--- src/rtl/hazard_unit_pkg.sv ---
// Shared pipeline-control definitions: hazard FSM encoding, default memory-wait
// limit and bit positions of the stage-register stall/flush controls.
package hazard_unit_pkg;

   typedef enum logic {
      StRun     = 1'b0,
      StMemWait = 1'b1
   } hz_state_e;

   localparam int unsigned WaitMaxDefault = 255;

   // Stall control bit positions (registers that can be held)
   localparam int unsigned StallPc    = 0;
   localparam int unsigned StallIfId  = 1;
   localparam int unsigned StallIdEx  = 2;
   localparam int unsigned StallExMem = 3;
   localparam int unsigned NumStall   = 4;

   // Flush control bit positions (registers that can take a bubble)
   localparam int unsigned FlushIfId  = 0;
   localparam int unsigned FlushIdEx  = 1;
   localparam int unsigned FlushMemWb = 2;
   localparam int unsigned NumFlush   = 3;

   typedef logic [NumStall-1:0] stall_vec_t;
   typedef logic [NumFlush-1:0] flush_vec_t;

   // A source read depends on the EX destination; x0 never creates a dependency.
   function automatic logic src_hit(logic [4:0] ra, logic re, logic [4:0] wa);
      return re && (ra == wa) && (wa != 5'd0);
   endfunction

endpackage

--- src/rtl/hazard_unit_sat_counter.sv ---
// Event counter that sticks at all-ones instead of wrapping.
module sat_counter #(
   parameter int unsigned WIDTH = 16
) (
   input  logic             clk,
   input  logic             rstn,
   input  logic             inc,
   output logic [WIDTH-1:0] count
);

   logic [WIDTH-1:0] count_q;

   // Count up on inc, holding once every bit is set
   always_ff @(posedge clk or negedge rstn) begin
      if (!rstn) begin
         count_q <= '0;
      end else if (inc && (count_q != {WIDTH{1'b1}})) begin
         count_q <= count_q + 1'b1;
      end
   end

   assign count = count_q;

endmodule

--- src/rtl/hazard_unit.sv ---
// Pipeline hazard control: memory freeze, branch flush and load-use stall with
// fixed priority, a memory-wait timeout monitor and saturating event counters.
module hazard_unit
   import hazard_unit_pkg::*;
#(
   parameter int unsigned CNT_W    = 16,
   parameter int unsigned WAIT_MAX = WaitMaxDefault
) (
   input  logic             clk,
   input  logic             rstn,
   input  logic [4:0]       rf_ra0_id,
   input  logic [4:0]       rf_ra1_id,
   input  logic             rf_re0_id,
   input  logic             rf_re1_id,
   input  logic             mem_re_ex,
   input  logic [4:0]       rf_wa_ex,
   input  logic             br_taken_ex,
   input  logic             dmem_req_mem,
   input  logic             dmem_ready,
   output logic             stall_pc,
   output logic             stall_if_id,
   output logic             stall_id_ex,
   output logic             stall_ex_mem,
   output logic             flush_if_id,
   output logic             flush_id_ex,
   output logic             flush_mem_wb,
   output logic             mem_timeout,
   output logic [CNT_W-1:0] stall_cnt,
   output logic [CNT_W-1:0] flush_cnt
);

   localparam int unsigned WAIT_W = (WAIT_MAX < 2) ? 1 : $clog2(WAIT_MAX + 1);

   hz_state_e   state_q;
   logic [WAIT_W-1:0] wait_cnt_q;
   logic        mem_timeout_q;

   logic        mem_freeze;
   logic        load_use;
   stall_vec_t  stall_vec;
   flush_vec_t  flush_vec;

   assign mem_freeze = dmem_req_mem && !dmem_ready;
   assign load_use   = mem_re_ex &&
                       (src_hit(rf_ra0_id, rf_re0_id, rf_wa_ex) ||
                        src_hit(rf_ra1_id, rf_re1_id, rf_wa_ex));

   // Prioritised hazard decode; lower-priority events are dropped, not queued
   always_comb begin
      stall_vec = '0;
      flush_vec = '0;
      if (mem_freeze) begin
         stall_vec[StallPc]    = 1'b1;
         stall_vec[StallIfId]  = 1'b1;
         stall_vec[StallIdEx]  = 1'b1;
         stall_vec[StallExMem] = 1'b1;
         flush_vec[FlushMemWb] = 1'b1;
      end else if (br_taken_ex) begin
         flush_vec[FlushIfId]  = 1'b1;
         flush_vec[FlushIdEx]  = 1'b1;
      end else if (load_use) begin
         stall_vec[StallPc]    = 1'b1;
         stall_vec[StallIfId]  = 1'b1;
         flush_vec[FlushIdEx]  = 1'b1;
      end
   end

   assign stall_pc     = stall_vec[StallPc];
   assign stall_if_id  = stall_vec[StallIfId];
   assign stall_id_ex  = stall_vec[StallIdEx];
   assign stall_ex_mem = stall_vec[StallExMem];
   assign flush_if_id  = flush_vec[FlushIfId];
   assign flush_id_ex  = flush_vec[FlushIdEx];
   assign flush_mem_wb = flush_vec[FlushMemWb];

   // Memory-wait FSM with wait counter and sticky timeout flag
   always_ff @(posedge clk or negedge rstn) begin
      if (!rstn) begin
         state_q       <= StRun;
         wait_cnt_q    <= '0;
         mem_timeout_q <= 1'b0;
      end else begin
         unique case (state_q)
            StRun: begin
               if (mem_freeze) begin
                  state_q    <= StMemWait;
                  wait_cnt_q <= '0;
               end
            end
            StMemWait: begin
               if (wait_cnt_q != WAIT_W'(WAIT_MAX)) begin
                  wait_cnt_q <= wait_cnt_q + 1'b1;
               end
               // Flag on the cycle that brings the count up to the limit
               if ((32'(wait_cnt_q) + 32'd1) >= WAIT_MAX) begin
                  mem_timeout_q <= 1'b1;
               end
               if (dmem_ready) begin
                  state_q <= StRun;
               end
            end
            default: state_q <= StRun;
         endcase
      end
   end

   assign mem_timeout = mem_timeout_q;

   sat_counter #(
      .WIDTH (CNT_W)
   ) u_stall_cnt (
      .clk   (clk),
      .rstn  (rstn),
      .inc   (stall_pc),
      .count (stall_cnt)
   );

   sat_counter #(
      .WIDTH (CNT_W)
   ) u_flush_cnt (
      .clk   (clk),
      .rstn  (rstn),
      .inc   (flush_if_id || flush_id_ex),
      .count (flush_cnt)
   );

endmodule
--- config.mk ---
export PLATFORM = sky130hd
export DESIGN_NAME = hazard_unit
export DESIGN_NICKNAME = d
export VERILOG_FILES = /design/src/rtl/hazard_unit_pkg.sv /design/src/rtl/hazard_unit_sat_counter.sv /design/src/rtl/hazard_unit.sv
export SDC_FILE = /design/constraint.sdc
export NUM_CORES = 1
export LEC_CHECK = 0
export BUFFER_PORTS_ARGS = -buffer_cell sky130_fd_sc_hd__buf_4
export CAP_MARGIN = 0
export CORE_UTILIZATION = 48
export DETAILED_ROUTE_END_ITERATION = 7
export PLACE_DENSITY = 0.76
export SLEW_MARGIN = 40
export SYNTH_ARGS = -nofsm -noshare
export SYNTH_HDL_FRONTEND = slang
export SYNTH_HIERARCHICAL = 1
export SYNTH_SLANG_ARGS = --single-unit
--- constraint.sdc ---
create_clock -name clk -period 1.81 [get_ports clk]
set_input_delay 0.2715 -clock clk [delete_from_list [all_inputs] [get_ports clk]]
set_output_delay 0.2715 -clock clk [all_outputs]
set_load 0.03 [all_outputs]
==> results of run 1 <==
[synthesized netlist by cell type, types with 3 or more instances]
| cell type | number |
|---|---|
| dfrtp_1 | 42 |
| nand4_1 | 18 |
| nand3_1 | 15 |
| xnor2_1 | 14 |
| xor2_1 | 13 |
| nor2_1 | 12 |
| nand2_1 | 10 |
| a21oi_1 | 8 |
| and3_1 | 8 |
| o21a_1 | 8 |
| a31oi_1 | 6 |
| nor3_1 | 5 |
| o21ai_0 | 5 |
| buf_4 | 4 |
| ha_1 | 4 |
| inv_1 | 4 |
| a32oi_1 | 3 |
| and4_1 | 3 |
| nand3_4 | 3 |
| nor4_4 | 3 |
| o31ai_1 | 3 |
[sequential cells by signal, summed over array words and instances, names as in the netlist]
name / flops
u_flush_cnt/count: 16
u_stall_cnt/count: 16
wait_cnt_q: 8
mem_timeout: 1
state_q: 1
[cell usage in the layout, fill, tap and decap left out, types with 3 or more instances in the layout]
cell type  count
nor3_1         4
buf_4         91
nand3_1       11
a31oi_1        6
o21ai_1        3
nor4_4         4
and4_1         3
a21oi_1        4
o31ai_4        3
dfrtp_1       42
mux2_4         3
nor2_2         4
nand3_4        3
a32oi_1        3
ha_1           3
nor2_1         8
and3_1         6
nand3_2        6
inv_1          4
o21a_1         8
clkbuf_8       5
xnor2_1       13
buf_6         12
a21oi_2        3
nand2_1        6
xor2_1        13
nand4_1       18
[area by class of cell]
cell class,instances,area share (%)
multi-input cells,180,43.08
flip-flops and latches,42,28.49
repair buffers,105,22.86
well taps,67,2.273
clock buffers,7,2.069
clock inverters,1,0.8141
inverters,4,0.4071
[through the flow]
| stage | area, um2 | power, uW | utilization, % | hold slack (ns) | setup WS (ns) |
|---|---|---|---|---|---|
| 2_1_floorplan | 2542 | 1977 | - | -0.02409 | -0.5096 |
| 5_1_grt | 3689 | 3589 | 75.59 | 0.1293 | -0.3187 |
| 3_3_place_gp | 3254 | 2462 | 66.69 | 0.2917 | -0.5417 |
| 3_5_place_dp | 3254 | 2492 | 66.69 | 0.2895 | -0.5714 |
| 6_report | 3689 | 3419 | 75.59 | 0.1288 | -0.2917 |
| 4_1_cts | 3573 | 3340 | 73.23 | 0.1223 | -0.1987 |
[power groups by stage]
stage / clock network, uW / registers [uW] / logic (uW)
floorplan: 0 / 1570 / 407
global placement: 0 / 1350 / 1120
finish: 738 / 1360 / 1320
global route: 790 / 1390 / 1410
CTS: 755 / 1340 / 1240
detailed placement: 0 / 1350 / 1140
[final timing paths]
path                                    endpoint  slack [ns]  cells past startpoint
setup / recovery            u_stall_cnt/count[5]       -0.29                     11
hold / removal                           state_q        0.13                      2
setup reg to reg            u_flush_cnt/count[9]           0                      4
hold reg to reg                      mem_timeout        0.49                      1
max in group asynchronous  u_flush_cnt/count[14]        0.94                      2
min in group asynchronous          wait_cnt_q[6]        0.50                      2
[kinds of logic (layout without fill, tap and decap cells)]
family                   after synthesis  in the layout  synth area share (%)
AO/OA/AOI/OAI                         46             46                 14.41
AND/OR/NAND/NOR                       97             97                 27.12
adder cells (fa/ha/maj)                4              4                 1.987
flip-flops                            42             42                 41.73
multiplexers                           6              6                 2.881
XOR/XNOR                              27             27                 9.389
buffers and inverters                 10            117                 2.483
[metal layers]
| layer | part of all wire [%] | track usage [%] | vias to the layer above |
|---|---|---|---|
| met1 | 43 | 31.28 | 1125 |
| li1 | - | - | 1099 |
| met3 | 3.7 | 3.794 | 9 |
| met4 | 1.3 | 8.595 | 0 |
| met2 | 52 | 39.74 | 73 |
| met5 | 0 | 0 | - |
[repair_timing]
action	in CTS	in global routing
pin swaps	17	15
gates resized for setup	33	20
hold buffers	1	0
setup buffers	10	7
endpoints found under the setup margin	32	37
endpoints found under the hold margin	42	0
==> impl_metrics.toml, run 1 <==
[outcome]
outcome = "complete, but fails checks"
violations = "negative setup slack"

[sta]
fmax_ghz = 0.4758
drv_slew = 0
fin_skew_ns = 0.008505
setup_tns_ns = -5.110
period_needed_ns = 2.102
max_slew_margin_pct = 64.61
setup_slack_ns = -0.2917
finalSetupViolCount = 34
worst_slew_pin_slew_ns = 0.5308
hold_violations = 0
fin_crit_sh_pct = 116.1
rsz0062_at_grt = "true"

[hold_path]
hp-start = "dmem_ready"
worstHoldPathType = "input pin to flip-flop"

[clocking]
cts_sinks = 42
cts_tree = "built"
clk_latency_ns = 0.29
path_clk_slew_ns = 0.08
htreeDepth = 2
numCtsBuffers = 5
clockBufferDepth = 2
cts-root-buf = "clkbuf_8"

[logic_synthesis]
ys.flop_type = "dfrtp_1"
syn_inst = 232
synthDistinctLibCells = 51
yosys.area.top_type = "dfrtp_1"
yosysWarnings = 6
yosysSeqAreaShare_pct = 41.73
synthesis.area_mm2 = 0.002519
synth_nets = 259
syn_area_per_cell_um2 = 10.86
netlist_top_cells_area = "dfrtp_1, xnor2_1, xor2_1"
ys_ff_latch = 42
ys_async_sr_fraction_pct = 100.0
yosys.area.top_type_share_pct = 41.73
synth_edf_count = 0

[routing]
vias = 2306
wl_mm = 6.588
drt_iter0_markers = 188
ant_nets = 0
drc = 0
via_per_inst = 5.680
routedWlPerCell_um = 16.23
drtPass1Iterations = 4

[global_route]
grt_usage_pct = 23.82
gr-total-overflow = 0
grt_antenna_before_repair = 0
grt_pass1_wl_mm = 10.15
grt_pass1_vias = 2183
grt_max_degree = 43

[power]
p_int_uw = 2110
combPwrFrac_pct = 38.7
p_sw_uw = 1309
p_per_area_mw_per_mm2 = 926.9
peakVddDrop_v = 0.001037
clockPowerShare_pct = 21.6
switching_share_pct = 38.29
pwr-share-seq_pct = 39.7
p_leak_uw = 0.001735

[floorplan]
start_util_pct = 51.62
io_pins = 63
die_y_um = 74.44
num_rows = 25
core_mm2 = 0.004880
die_x_um = 74.44
die-area_mm2 = 0.005541

[critical_path]
cp_slowest_cell = "nor4_1"
crit_type = "input pin to flip-flop"
path_max_fanout = 5
cp.required_ns = 2.00
crit_family = "simple AND/OR/NAND/NOR gates"
arrival_ns = 2.29
max_stage_delay_ns = 0.31
end_kind = "flip-flop"
cp_num_buf_inv = 3
start_kind = "input pin"
cp_cell_sequence = "buf_8 > xor2_1 > nor4_1 > a32oi_1 > buf_4 > o31ai_4 > buf_6 > and3_4 > and4_4 > o211ai_1 > o21a_1"
worstSetupStartpoint = "rf_wa_ex[1]"
rr_startpoint = "u_flush_cnt/count[3]"

[layout]
regArea_mm2 = 0.001051
fin_cells = 406
area_growth_pct = 46.45
drive_above_1_share_pct = 47.79
nets = 365
n_fill_cell = 338
multiInputGateArea_mm2 = 0.001589
diodes = 0

[run]
cap_violations = 0

[place]
dpl.cell_count = 383
post-dp-hpwl_mm = 4.329
port_buffers = 62
place_congestion = 0.8059
(Power assumes the default switching activity.)
==> run 2, diff against run 1 <==
--- a/config.mk
+++ b/config.mk
@@ -7,9 +7,11 @@
 export LEC_CHECK = 0
 export BUFFER_PORTS_ARGS = -buffer_cell sky130_fd_sc_hd__buf_4
 export CAP_MARGIN = 0
-export CORE_UTILIZATION = 48
+export CELL_PAD_IN_SITES_DETAIL_PLACEMENT = 0
+export CELL_PAD_IN_SITES_GLOBAL_PLACEMENT = 1
+export CORE_UTILIZATION = 37
 export DETAILED_ROUTE_END_ITERATION = 7
-export PLACE_DENSITY = 0.76
+export PLACE_DENSITY_LB_ADDON = 0.1
 export SLEW_MARGIN = 40
 export SYNTH_ARGS = -nofsm -noshare
 export SYNTH_HDL_FRONTEND = slang
==> run 2 against run 1 <==
The run ends with design-rule violations, negative setup slack left. Combinational power is 9% lower. Clock skew is 0.00091 ns lower. Largest cell class unchanged. Cell count is 1.7% higher. Wire length is 4.3% lower. Via count is 3.3% lower. Clock-buffer cell count is 2 lower. Sequential power hardly changed. Design area is 1.6% lower. Maximum frequency is 8.5% higher.
==> impl_metrics.toml, run 2 (same netlist as run 1, synthesis figures left out) <==
[clocking]
path_clk_slew_ns = 0.09
htreeDepth = 2
cts_sinks = 42
clockBufferDepth = 2
numCtsBuffers = 5
cts-root-buf = "clkbuf_8"
clk_latency_ns = 0.30
cts_tree = "built"

[floorplan]
io_pins = 63
die-area_mm2 = 0.007141
num_rows = 29
core_mm2 = 0.006459
start_util_pct = 39.00
die_x_um = 84.51
die_y_um = 84.51

[power]
p_leak_uw = 0.001708
power.total_uw = 3331
peakVddDrop_v = 0.0007101
p_per_area_mw_per_mm2 = 917.4

[place]
dp_slack_ns = -0.5612
post-dp-hpwl_mm = 4.626
port_buffers = 62
place_congestion = 0.7783

[global_route]
globalRoute.busiestLayer = "met2"
grtUsageMet1_pct = 24.07
grt_usage_pct = 18.39
grtUsageMet2_pct = 31.19
gr-total-overflow = 0
use_met3_pct = 3.245
grt_pass1_wl_mm = 10.45
grt_pass1_vias = 2154
grt_antenna_before_repair = 0
grt_max_degree = 43

[sta]
max_slew_margin_pct = 62.82
fin_crit_sh_pct = 107.1
period_needed_ns = 1.938
drv_slew = 0
hold_violations = 0
fmax_ghz = 0.5160
fin_skew_ns = 0.007591
worst_slew_pin_slew_ns = 0.5577
finalSetupViolCount = 21
setup_slack_ns = -0.1279
rsz0062_at_grt = "true"
setup_tns_ns = -1.301

[critical_path]
path_max_fanout = 5
crit_type = "input pin to output port"
rr_startpoint = "wait_cnt_q[0]"
start_kind = "input pin"
regToRegEndpoint = "wait_cnt_q[7]"
arrival_ns = 1.67
worst-r2r-cell-count = 5
cp.required_ns = 1.54
end_kind = "output port"
r2r_slack_ns = 0.11

[layout]
drive_above_1_share_pct = 47.02
n_fill_cell = 592
diodes = 0
nets = 362
area_growth_pct = 44.16
layout_common_cells = "buf_4, dfrtp_1, nand4_1"
layout_commonest_cell = "buf_4"

[routing]
via_per_inst = 5.397
drc = 4
vias = 2229
routedWlPerCell_um = 15.27
ant_nets = 0
drtPass1Iterations = 6
drt_iter0_markers = 79
wl_mm = 6.306

[hold_path]
min_to = "state_q"
worstHoldPathType = "input pin to flip-flop"
hold_depth = 2
hp-start = "dmem_ready"

[run]
cap_violations = 0

[outcome]
violations = "design-rule violations, negative setup slack"
outcome = "complete, but fails checks"
## run 2: cell types whose count changed in the layout (fill, tap and decap cells not counted), sizes merged
cell / before / now
buf: 104 / 101
clkbuf: 7 / 5
clkinv: 0 / 1
inv: 4 / 5
## run 2: worst max path at each step
stage	start	endpoint	slack [ns]	depth (start not counted)
2_1_floorplan	rf_ra0_id[3]	u_stall_cnt/count[14]	-0.51	8
3_3_place_gp	rf_ra0_id[3]	u_flush_cnt/count[14]	-0.52	10
3_5_place_dp	rf_wa_ex[3]	u_flush_cnt/count[14]	-0.56	10
4_1_cts	rf_ra0_id[2]	stall_if_id	-0.15	7
5_1_grt	rf_wa_ex[2]	u_flush_cnt/count[15]	-0.26	10
6_report	rf_ra0_id[2]	stall_if_id	-0.13	7
## run 2: worst max-delay path, cell delays in order
cell     delay, ns
buf_6         0.10
xor2_2        0.16
nor4_2        0.29
a32oi_2       0.20
o31ai_4       0.33
buf_4         0.19
buf_6         0.12
## run 2: layer usage
layer,wire (um),vias to the layer above
li1,-,1102
met2,3069,48
met3,242,5
met1,2940,1074
met4,53,0
met5,0,-
## run 2: repair_timing
action,in CTS,in global routing
setup endpoints to repair,31,32
hold buffers,1,0
gates resized for setup,14,24
buffers inserted,2,3
pin swaps,5,13
hold endpoints to repair,42,0
## run 2: report_power, final
part	internal [uW]	switching (uW)	leakage, uW
Sequential	1090	259	0.000562
Clock	414	360	0.0000585
Combinational	541	663	0.00109
## run 2: layout make-up
cell class / count / area, um2 / area share [%]
Multi-Input combinational cell: 180 / 1546 / 42.59
Sequential cell: 42 / 1051 / 28.95
Timing Repair Buffer: 102 / 809.5 / 22.29
Clock buffer: 5 / 68.82 / 1.895
Clock inverter: 3 / 43.79 / 1.206
Tap cell: 77 / 96.34 / 2.653
Inverter: 4 / 15.01 / 0.4135
## run 2: stage by stage
| stage | utilization [%] | instances | instance area [um2] | hold WS, ns |
|---|---|---|---|---|
| CTS | 54.44 | 410 | 3516 | 0.1046 |
| finish | 56.22 | 413 | 3631 | 0.1137 |
| global route | 56.22 | 413 | 3631 | 0.09807 |
| detailed placement | 51.28 | 399 | 3312 | 0.3042 |
| floorplan | - | 232 | 2542 | -0.02409 |
| global placement | 51.28 | 399 | 3312 | 0.3073 |
==> run 3, diff against run 2 <==
--- a/config.mk
+++ b/config.mk
@@ -12,6 +12,7 @@
 export CORE_UTILIZATION = 37
 export DETAILED_ROUTE_END_ITERATION = 7
 export PLACE_DENSITY_LB_ADDON = 0.1
+export SETUP_SLACK_MARGIN = 0.1
 export SLEW_MARGIN = 40
 export SYNTH_ARGS = -nofsm -noshare
 export SYNTH_HDL_FRONTEND = slang
==> run 3 against run 2 <==
The run still ends with design-rule violations, negative setup slack left. Flip-flop and latch count unchanged. Hold slack better by 0.011 ns. Design area up 3.3%. Clock skew down 0.0029 ns. Non-clock buffer count up 6. Maximum frequency down 2.0%. Sequential share of layout area down 0.92 points. Register-to-register slack better by 0.04 ns. Setup slack worse by 0.040 ns. Largest power group unchanged.
==> impl_metrics.toml, run 3 (same netlist as run 1, synthesis figures left out) <==
[critical_path]
arrival_ns = 2.15
worst-r2r-cell-count = 4
path_max_fanout = 4
start_kind = "input pin"
regToRegEndpoint = "u_flush_cnt/count[1]"
rr_startpoint = "u_flush_cnt/count[1]"
crit_type = "input pin to flip-flop"
r2r_slack_ns = 0.15
end_kind = "flip-flop"
cp.required_ns = 1.99

[floorplan]
die_y_um = 84.51
die_x_um = 84.51
num_rows = 29
core_mm2 = 0.006459
start_util_pct = 39.00
die-area_mm2 = 0.007141
io_pins = 63

[layout]
layout_common_cells = "buf_4, dfrtp_1, nand4_1, buf_6, nand3_1"
area_growth_pct = 48.88
fin_cells = 418
finalCoreUtilization_pct = 58.06
final_area_mm2 = 0.003750
n_fill_cell = 573
nets = 368
drive_above_1_share_pct = 49.56
diodes = 0
layout_commonest_cell = "buf_4"

[hold_path]
hold_depth = 2
worstHoldPathType = "input pin to flip-flop"
min_to = "state_q"
hp-start = "dmem_ready"

[routing]
drt_iter0_markers = 97
drc = 6
ant_nets = 0
drtPass1Iterations = 6
via_per_inst = 5.481
vias = 2291
wl_mm = 6.316
routedWlPerCell_um = 15.11

[power]
p_leak_uw = 0.001765
power.total_uw = 3243
p_per_area_mw_per_mm2 = 864.8
p_sw_uw = 1294
p_int_uw = 1949
combPwrFrac_pct = 39.9
clockPowerShare_pct = 18.2
pwr-share-seq_pct = 41.9
switching_share_pct = 39.91
peakVddDrop_v = 0.0007291

[sta]
period_needed_ns = 1.978
hold_violations = 0
finalSetupViolCount = 20
max_slew_margin_pct = 62.17
drv_slew = 0
fin_skew_ns = 0.004657
worst_slew_pin_slew_ns = 0.5675
setup_slack_ns = -0.1676
fin_crit_sh_pct = 109.3
rsz0062_at_grt = "true"
fmax_ghz = 0.5057

[global_route]
grt_max_degree = 43
gr-total-overflow = 0
grt_pass1_wl_mm = 10.76
grt_antenna_before_repair = 0
grt_usage_pct = 18.71
grt_pass1_vias = 2228

[clocking]
cts_tree = "built"
numCtsBuffers = 5
path_clk_slew_ns = 0.08
clockBufferDepth = 2
cts-root-buf = "clkbuf_8"
clk_latency_ns = 0.29
cts_sinks = 42
htreeDepth = 2

[outcome]
violations = "design-rule violations, negative setup slack"
outcome = "complete, but fails checks"

[run]
cap_violations = 0

[place]
dpl.cell_count = 397
port_buffers = 62
place_congestion = 0.7546
dpl_cell_area_mm2 = 0.003297
post-dp-hpwl_mm = 4.494
## run 3: changes by cell type in the layout (fill, tap and decap cells not counted), sizes merged
cell / before / now
inv: 5 / 4
bufinv: 1 / 0
buf: 101 / 107
clkinv: 1 / 2
## run 3: worst max-delay path: stages
cell and delay, ns:
buf_6 0.10, xor2_1 0.16, nor4_2 0.29, a32oi_2 0.22, o31ai_4 0.25, buf_6 0.16
nand4_1 0.15, nor4_4 0.24, and4b_1 0.23, a21oi_1 0.07
## run 3: cell type report
class / count / area [um2] / area share, %
multi-input cells: 180 / 1608 / 42.88
well taps: 77 / 96.34 / 2.569
clock buffers: 5 / 68.82 / 1.835
inverters: 4 / 15.01 / 0.4004
flip-flops and latches: 42 / 1051 / 28.03
clock inverters: 2 / 10.01 / 0.2669
repair buffers: 108 / 900.9 / 24.02
## run 3: worst max path at each step
stage,start,to,slack (ns)
finish,rf_wa_ex[3],u_stall_cnt/count[15],-0.17
floorplan,rf_ra0_id[3],u_stall_cnt/count[14],-0.51
detailed placement,rf_wa_ex[3],u_flush_cnt/count[15],-0.57
CTS,rf_wa_ex[3],u_flush_cnt/count[15],-0.14
global placement,rf_ra0_id[3],u_stall_cnt/count[14],-0.53
global route,rf_wa_ex[3],u_flush_cnt/count[15],-0.28
## run 3: power by group through the flow
stage | Sequential [uW] | Clock, uW | Combinational (uW)
finish | 1360 | 590 | 1290
global route | 1390 | 646 | 1380
CTS | 1350 | 613 | 1250
detailed placement | 1360 | 0 | 1110
global placement | 1360 | 0 | 1110
floorplan | 1570 | 0 | 407
## run 3: per-layer routing
layer / GRT usage (%) / part of all wire [%] / vias up
met5: 0 / 0 / -
met4: 6.009 / 1.2 / 0
met3: 4.031 / 4.5 / 8
met2: 30.97 / 49 / 56
met1: 24.44 / 45 / 1116
li1: - / - / 1111
## run 3: metrics by stage
step	worst slack, ns	setup TNS (ns)	hold WS, ns
6_report	-0.1676	-1.230	0.1249
5_1_grt	-0.2780	-4.089	0.1097
4_1_cts	-0.1411	-1.199	0.1174
3_5_place_dp	-0.5663	-13.25	0.3097
3_3_place_gp	-0.5268	-13.29	0.3031
2_1_floorplan	-0.5096	-9.628	-0.02409
## run 3: what timing repair did
item	CTS	global route
cloned	0	0
buffers inserted	9	5
setup endpoints to repair	33	38
hold buffers	1	0
hold endpoints to repair	42	0
gates resized for setup	44	16
pin swaps	17	10
